## src/rtl/probe_sequencer.sv

```systemverilog
// probe_sequencer: arms a logic probe, reads its result words after each
// trigger and publishes them to a CPU-visible readout bank with an interrupt.
module probe_sequencer #(
    parameter int WORDS          = 8,
    parameter int RESET_CYCLES   = 16,
    parameter int TIMEOUT_CYCLES = 1024
) (
    input  logic        clk,
    input  logic        nreset,
    input  logic        req,
    input  logic        nwr,
    input  logic [3:0]  address,
    input  logic [31:0] data_in,
    output logic [31:0] data_out,
    output logic        ack,
    output logic        interrupt,
    input  logic        interrupt_clear,
    output logic        probe_nreset,
    output logic [2:0]  probe_address,
    output logic        probe_data_request,
    input  logic        probe_data_ready,
    input  logic [31:0] probe_data,
    input  logic        probe_interrupt,
    output logic        probe_interrupt_clear
);

    localparam logic [2:0] IDLE    = 3'd0;
    localparam logic [2:0] PRESET  = 3'd1;
    localparam logic [2:0] ARM     = 3'd2;
    localparam logic [2:0] RD_REQ  = 3'd3;
    localparam logic [2:0] RD_REL  = 3'd4;
    localparam logic [2:0] CLR     = 3'd5;
    localparam logic [2:0] PUBLISH = 3'd6;

    localparam int TMAX = (RESET_CYCLES > TIMEOUT_CYCLES) ?
                          RESET_CYCLES : TIMEOUT_CYCLES;
    localparam int TW = $clog2(TMAX + 1);

    localparam logic [TW-1:0] PRESET_LAST = TW'(RESET_CYCLES - 1);
    localparam logic [TW-1:0] TMO_LAST    = TW'(TIMEOUT_CYCLES - 1);
    localparam logic [TW-1:0] TMR_SAT     = '1;
    localparam logic [2:0]    LAST_IDX    = 3'(WORDS - 1);
    localparam logic [3:0]    NWORDS      = 4'(WORDS);
    localparam logic [3:0]    CTL_ADDR    = 4'd8;

    logic [2:0]    state;
    logic [2:0]    state_nxt;
    logic [TW-1:0] tmr;
    logic [2:0]    idx;
    logic [2:0]    idx_nxt;

    logic          rdy_s1;
    logic          rdy_s2;
    logic          pint_s1;
    logic          pint_s2;

    logic          enable;
    logic          error;
    logic [15:0]   capture_count;

    logic [31:0]   cap  [8];
    logic [31:0]   bank [8];

    logic          fire;
    logic          wr_ctl;
    logic          start;
    logic          tmo_hit;
    logic          tmo;
    logic          cap_we;
    logic          publish;
    logic          busy;
    logic [31:0]   status;
    logic [31:0]   rd_val;

    assign fire    = req & ~ack;
    assign wr_ctl  = fire & ~nwr & (address == CTL_ADDR);
    assign start   = wr_ctl & data_in[0] & ~enable;
    assign tmo_hit = (tmr == TMO_LAST);
    assign publish = (state == PUBLISH);
    assign busy    = (state != IDLE);
    assign status  = {12'h0, capture_count, error, interrupt, busy, enable};

    // Two-flop synchronizers for the asynchronous probe handshake inputs
    always_ff @(posedge clk or negedge nreset) begin
        if (!nreset) begin
            rdy_s1  <= 1'b0;
            rdy_s2  <= 1'b0;
            pint_s1 <= 1'b0;
            pint_s2 <= 1'b0;
        end else begin
            rdy_s1  <= probe_data_ready;
            rdy_s2  <= rdy_s1;
            pint_s1 <= probe_interrupt;
            pint_s2 <= pint_s1;
        end
    end

    // Next-state decode; a handshake timeout overrides every other transition
    always_comb begin
        state_nxt = state;
        idx_nxt   = idx;
        cap_we    = 1'b0;
        tmo       = 1'b0;
        case (state)
            IDLE: begin
                if (start) state_nxt = PRESET;
            end
            PRESET: begin
                if (tmr == PRESET_LAST) state_nxt = ARM;
            end
            ARM: begin
                if (pint_s2) begin
                    idx_nxt   = 3'd0;
                    state_nxt = RD_REQ;
                end else if (!enable) begin
                    state_nxt = IDLE;
                end
            end
            RD_REQ: begin
                if (rdy_s2) begin
                    cap_we    = 1'b1;
                    state_nxt = RD_REL;
                end else if (tmo_hit) begin
                    tmo = 1'b1;
                end
            end
            RD_REL: begin
                if (!rdy_s2) begin
                    if (idx == LAST_IDX) begin
                        state_nxt = CLR;
                    end else begin
                        idx_nxt   = idx + 3'd1;
                        state_nxt = RD_REQ;
                    end
                end else if (tmo_hit) begin
                    tmo = 1'b1;
                end
            end
            CLR: begin
                if (!pint_s2) state_nxt = PUBLISH;
                else if (tmo_hit) tmo = 1'b1;
            end
            PUBLISH: begin
                state_nxt = (enable | start) ? ARM : IDLE;
            end
            default: state_nxt = IDLE;
        endcase
        if (tmo) state_nxt = IDLE;
    end

    // State, per-state timer (cleared on entry) and word index
    always_ff @(posedge clk or negedge nreset) begin
        if (!nreset) begin
            state <= IDLE;
            tmr   <= '0;
            idx   <= 3'd0;
        end else begin
            state <= state_nxt;
            idx   <= idx_nxt;
            if (state_nxt != state) tmr <= '0;
            else if (tmr != TMR_SAT) tmr <= tmr + 1'b1;
        end
    end

    // Probe strobes registered from the next state so they are glitch-free
    always_ff @(posedge clk or negedge nreset) begin
        if (!nreset) begin
            probe_nreset          <= 1'b0;
            probe_data_request    <= 1'b0;
            probe_interrupt_clear <= 1'b0;
            probe_address         <= 3'd0;
        end else begin
            probe_nreset          <= (state_nxt != IDLE) &&
                                     (state_nxt != PRESET);
            probe_data_request    <= (state_nxt == RD_REQ);
            probe_interrupt_clear <= (state_nxt == CLR);
            probe_address         <= idx_nxt;
        end
    end

    // Capture buffer, written once per word when synchronized ready rises
    always_ff @(posedge clk or negedge nreset) begin
        if (!nreset) begin
            for (int i = 0; i < 8; i++) cap[i] <= '0;
        end else if (cap_we) begin
            cap[idx] <= probe_data;
        end
    end

    // Readout bank: whole capture copied in one cycle so reads never tear
    always_ff @(posedge clk or negedge nreset) begin
        if (!nreset) begin
            for (int i = 0; i < 8; i++) bank[i] <= '0;
        end else if (publish) begin
            for (int i = 0; i < 8; i++) begin
                if (i < WORDS) bank[i] <= cap[i];
            end
        end
    end

    // Control/status: enable, error, capture counter and CPU interrupt
    always_ff @(posedge clk or negedge nreset) begin
        if (!nreset) begin
            enable        <= 1'b0;
            error         <= 1'b0;
            interrupt     <= 1'b0;
            capture_count <= 16'h0;
        end else begin
            if (tmo) enable <= 1'b0;
            else if (wr_ctl) enable <= data_in[0];

            if (tmo) error <= 1'b1;
            else if (start && state == IDLE) error <= 1'b0;

            if (publish) interrupt <= 1'b1;
            else if (interrupt_clear) interrupt <= 1'b0;

            if (publish) capture_count <= capture_count + 16'h1;
        end
    end

    // Read mux for the CPU register map
    always_comb begin
        rd_val = 32'h0;
        if (address < NWORDS) rd_val = bank[address[2:0]];
        else if (address == CTL_ADDR) rd_val = status;
    end

    // CPU handshake: one action per req assertion, data held while ack high
    always_ff @(posedge clk or negedge nreset) begin
        if (!nreset) begin
            ack      <= 1'b0;
            data_out <= 32'h0;
        end else begin
            ack <= req;
            if (fire) data_out <= rd_val;
        end
    end

endmodule

```

## config.mk

```make
export PLATFORM = sky130hd
export DESIGN_NAME = probe_sequencer
export DESIGN_NICKNAME = d
export VERILOG_FILES = /design/src/rtl/probe_sequencer.sv
export SDC_FILE = /design/constraint.sdc
export NUM_CORES = 1
export LEC_CHECK = 0
export BUFFER_PORTS_ARGS = -buffer_cell sky130_fd_sc_hd__buf_2
export CAP_MARGIN = 20
export CORE_ASPECT_RATIO = 1.25
export CORE_MARGIN = 1.5
export CORE_UTILIZATION = 60
export DETAILED_ROUTE_END_ITERATION = 6
export PLACE_DENSITY = 0.8
export SYNTH_ARGS = -nofsm -noshare
export SYNTH_HDL_FRONTEND = slang
export SYNTH_SLANG_ARGS = --single-unit
```

## constraint.sdc

```tcl
create_clock -name clk -period 2.4 [get_ports clk]
set_input_delay 0.24 -clock clk [delete_from_list [all_inputs] [get_ports clk]]
set_output_delay 0.24 -clock clk [all_outputs]
set_load 0.02 [all_outputs]
```

======== Yosys cells after proc, flatten, opt, wreduce, memory -nomap -nowiden ========
Cells that the tools add are included.
word-level totals
  flip-flop bits (word level) ............. 588
  input bits .............................. 75
cells by class
  bitwise gates (word level) .............. 11
  add/subtract/negate cells ............... 3
  reductions and logical operators ........ 12
  mux-type cells .......................... 38
  equal/unequal tests ..................... 18
  magnitude comparators ................... 4
operator list
  kind                                                      number
  bitwise mux 256 bit                                       1
  2-to-1 mux 32 bit                                         4
  binary-select mux 32 bit (select 3 bit)                   1
  demux 32 bit (select 3 bit)                               1
  2-to-1 mux 3 bit                                          12
  2-to-1 mux 11 bit                                         2
  one-hot mux 3 bit (7 select lines)                        1
  2-to-1 mux 20 bit                                         1
  adder 16 x 1 -> 16 bit, second input constant             1
  == test 3 bit, second input constant                      5
  2-to-1 mux 1 bit                                          12
  adder 11 x 1 -> 11 bit, second input constant             1
  == test 11 x 10 -> 1 bit, second input constant           1
  == test 11 x 4 -> 1 bit, second input constant            1
  inequality test 11 bit, second input constant             1
  nonzero test 2 bit                                        5
  == test 3 x 2 -> 1 bit, second input constant             3
  greater-or-equal comparator 4 bit, second input constant  2
  inverter 3 -> 4 bit                                       2
  inequality test 2 bit, second input constant              3
  one-hot mux 3 bit (2 select lines)                        1
  nonzero test 3 bit                                        2
  bitwise AND 1 bit                                         5
  == test 4 bit, second input constant                      1
  other kinds (13)                                          17

======== Depth between registers and ports, before layout ========
  depth in word-level cells ............... 12
  gate-level depth with buffers ........... 9
  gate-level depth less buffers ........... 8

======== Least setup slack after synthesis ========
OpenSTA, ideal clock, no wires.
  path type ............................... flip-flop to flip-flop
  from .................................... register, netlist name probe_address[0]
  to ...................................... register tmr[0]
  data arrival time ....................... 2.197 ns
  setup time .............................. 0.129 ns
  path slack .............................. 0.074 ns
  required time ........................... 2.271 ns
  cell stages (with the launch flop) ...... 10
  cells stage by stage .................... dfrtp_1 > ha_1 > ha_1 > or3_1 > o21a_1 > o211a_1 > a21oi_2 > mux2i_1 > buf_4 > nor3_2
RTL lines
  item                  line  RTL
  to (signal assigned)  161   else if (tmr != TMR_SAT) tmr <= tmr + 1'b1;
  to (decl)             48    logic [TW-1:0] tmr;

======== Worst setup path after layout ========
  from .................................... register state[1]
  to ...................................... register probe_data_request
on the way
  word-level cells in the longest chain between the ends .. 5
  elaborated cells on any way between the ends .. 18
  classes of those cells .................. eq/ne: 7; mux: 10; reduce/logical: 1
RTL lines
  item                                line  RTL
  from (decl)                         46    logic [2:0] state;
  from (signal assigned)              158   state <= state_nxt;
  2-to-1 mux 3 bit                    115   end else if (!enable) begin
  2-to-1 mux 3 bit                    112   if (pint_s2) begin
  one-hot mux 3 bit (7 select lines)  104   case (state)
  2-to-1 mux 3 bit *                  148   if (tmo) state_nxt = IDLE;
  == test 3 x 2 -> 1 bit *            175   probe_data_request <= (state_nxt == RD_REQ);
  to (signal assigned)                175
  to (decl)                           20    output logic probe_data_request,
Every way passes the cells marked *; elsewhere a longest branch is shown, timed or not.
A chain may end at the register's enable or synchronous reset.

==> impl_metrics.toml <==
[status]
status = "complete, no violations"

[power]
p_leak_nw = 14.1
irDropWorstVdd_mv = 0.620
p_per_area_nw_per_um2 = 757
power_w = 0.0210

[placement]
dp.cells = 2587
gp_congestion = 0.843
portBuffers = 83
place.detailed.hpwl_um = 31000

[cts]
cts_sinks = 588
cts.clk_slew.worst_paths_ns = 0.06
cts_tree = "built"
cts_buffer_depth = 3
clk-insertion-delay-late_ns = 0.60
htreeDepth = 2
cts-root-buf = "clkbuf_16"
cts_buffers = 54

[floorplanning]
io_pins = 115
dieWidth_um = 183
start_util_pct = 60.7
num_rows = 82
die_area_sq_um = 41700
dieHeight_um = 228
coreArea_sq_um = 40000

[sta]
hold_viol_final = 0
setup_viol = 0
tightest_slew_ns = 0.854
finalClockSkew_ns = 0.0171
period_share_pct = 95.3
fin_setup_tns_ns = 0
relSlewSlack_pct = 43.1
max_freq_mhz = 437
maxSlewViolCount = 0
fin_crit_ns = 2.29

[final_layout]
fin_nets = 2252
area_growth_pct = 14.4
drive_gt1_share_pct = 25.6
stdcell_count = 2718
fin_util_pct = 69.4

[routing]
ant_nets = 0
wl_um = 53600
via_per_inst = 5.80
drcViolationCount = 0
vias = 15800
drt-wirelength-per-cell_um = 19.7
first_iter_violations = 1217
drt_first_pass_iters = 5

[global_routing]
grt_pass1_vias = 16600
grt_max_degree = 77
grt_pass1_wl_um = 87900
grt_use_total_pct = 26.8
grt_overflow_total = 0
antenna_found_initial = 1

[setup_path]
crit_start = "state[1]$_DFF_PN0_"
crit_required_ns = 2.92
crit_chain = "buf_4 -> or3_1 -> nor4_4 -> buf_4 -> or2_1 -> a21boi_1 -> o21ai_1 -> and3b_1"
crit_path_end_kind = "flop"
worstSetupStartpointType = "flop"
critPathMaxFanout = 9
r2r_start = "state[1]$_DFF_PN0_"
path_class = "flop to flop"
cpMostUsedCell = "buf_4"
max_stage_delay_ns = 0.44
arrival_ns = 2.81
cpMaxStageDelayCell = "dfrtp_1"

[logic_synthesis]
synth_warnings = 0
syn_nets = 2140
synth-edff-count = 0
synth_top_cell_area_share_pct = 60.6
yosysSeqAreaShare_pct = 60.6
synth_flop_cell = "dfrtp_1"
ys_types = 60
synth_area_leader_cell = "dfrtp_1"
syn-instance-count = 2061
syn_area_sq_um = 24300
synth_area_per_cell_sq_um = 11.8
ys_seq_elements = 588
synthTopCellsByArea = "dfrtp_1 61%, nand2_1 12%, mux2_2 12%"
ys_async_sr_fraction_pct = 100

[min_path]
holdCritPathClass = "primary input to flop"
hp-start = "probe_data[4]"

[flow_run]
max_cap_violations = 0
cells by family (layout without fill, tap and decap cells):
logic type	count (synthesis)	count (layout)	share of synthesized area (%)
DFF	588	588	60.6
buffers and inverters	124	276	2.11
AOI/OAI and AO/OA	80	80	2.10
muxes	355	355	19.2
other	0	1	0
and+or+nand+nor	889	889	15.0
adders and majority gates	4	4	0.206
xor gates and xnor gates	21	21	0.757
where the power goes:
| group | internal, W | leakage (nW) | switching, W |
|---|---|---|---|
| clock | 0.00504 | 0.890 | 0.00371 |
| combinational | 0.000693 | 5.35 | 0.000981 |
| sequential | 0.0103 | 7.89 | 0.000277 |
| total | 0.0161 | 14.1 | 0.00497 |
sequential cells by signal, summed over array words and instances (netlist names):
| register | cells |
|---|---|
| rdy_s1 | 1 |
| data_out | 32 |
| probe_interrupt_clear | 1 |
| state | 3 |
| tmr | 11 |
| pint_s1 | 1 |
| pint_s2 | 1 |
| cap | 256 |
| capture_count | 16 |
| bank | 256 |
| error | 1 |
| probe_address | 3 |
| probe_nreset | 1 |
| ack | 1 |
| interrupt | 1 |
| rdy_s2 | 1 |
| enable | 1 |
| probe_data_request | 1 |
routing by layer:
| layer | global-route usage, % | wire [um] |
|---|---|---|
| met1 | 35.3 | 22000 |
| met2 | 46.0 | 27400 |
| met3 | 3.59 | 2550 |
| met4 | 8.89 | 1640 |
| met5 | 0 | 0 |
critical path: cells and delay by family (launching register included):
family / cells / cell delay [ns]
flops: 1 / 0.44
buf+inv: 2 / 0.38
compound gates: 2 / 0.31
simple gates: 4 / 1.09
placed cells by master (no fill, tap or decap), types with 7 or more instances in the layout:
| cell type | n |
|---|---|
| xnor2_1 | 13 |
| buf_4 | 33 |
| mux4_2 | 64 |
| xor2_1 | 8 |
| clkbuf_1 | 10 |
| mux2i_1 | 35 |
| clkbuf_16 | 55 |
| buf_12 | 23 |
| dfrtp_1 | 588 |
| o21ai_0 | 37 |
| mux2_1 | 7 |
| nand4_1 | 8 |
| a22oi_1 | 20 |
| buf_2 | 80 |
| nor2_1 | 12 |
| clkbuf_8 | 13 |
| nand2_1 | 795 |
| dlygate4sd3_1 | 33 |
| mux2_2 | 249 |
| inv_1 | 8 |
| nor3_2 | 12 |
| clkinv_2 | 7 |
| and4_1 | 7 |
| nand3_1 | 13 |
Yosys cell counts, types with 3 or more instances:
master	count
nand2_1	796
dfrtp_1	588
mux2_2	249
clkbuf_1	68
mux4_2	64
o21ai_0	37
mux2i_1	35
buf_2	28
a22oi_1	20
buf_1	17
nand3_1	15
nor2_1	14
xnor2_1	13
nor3_2	10
inv_1	8
nand4_1	8
xor2_1	8
and4_1	7
mux2_1	7
a21oi_1	5
and3_1	4
ha_1	4
nor3_1	4
or3_1	4
and2_1	3
nand3b_1	3
per-stage QoR:
| stage | setup slack (ns) | hold slack (ns) | area [sq um] |
|---|---|---|---|
| 5_1_grt | -0.00461 | 0.0165 | 27800 |
| 3_3_place_gp | 0.158 | 0.225 | 25600 |
| 4_1_cts | 0.0320 | 0.00171 | 27800 |
| 3_5_place_dp | 0.0742 | 0.224 | 25600 |
| 2_1_floorplan | 0.0737 | -0.0556 | 24300 |
| 6_report | 0.114 | 0.0108 | 27800 |
path summary, 6_finish.rpt:
check,to,slack (ns),cells past startpoint
max,probe_data_request$_DFF_PN0_,0.11,8
min,cap[228]$_DFFE_PN0P_,0.01,2
max reg2reg,probe_data_request$_DFF_PN0_,0.11,8
min reg2reg,rdy_s2$_DFF_PN0_,0.35,0
max in group asynchronous,bank[205]$_DFFE_PN0N_,1.35,4
min in group asynchronous,tmr[7]$_DFFE_PN0P_,0.20,2
final cells by class:
cell class	count	area, sq um
Sequential cell	588	14700
Multi-Input combinational cell	1349	9120
Tap cell	504	631
Clock inverter	18	224
Inverter	9	33.8
Clock buffer	78	1590
Antenna cell	1	2.50
Timing Repair Buffer	171	1470
Fill cell	2749	12200
repair_timing:
item | CTS | global route
hold endpoints to repair | 226 | 0
setup endpoints to repair | 0 | 103
buffers inserted | 0 | 1
resized for setup | 0 | 3
hold buffers | 33 | 0
Power figures use the tool's default switching activity.
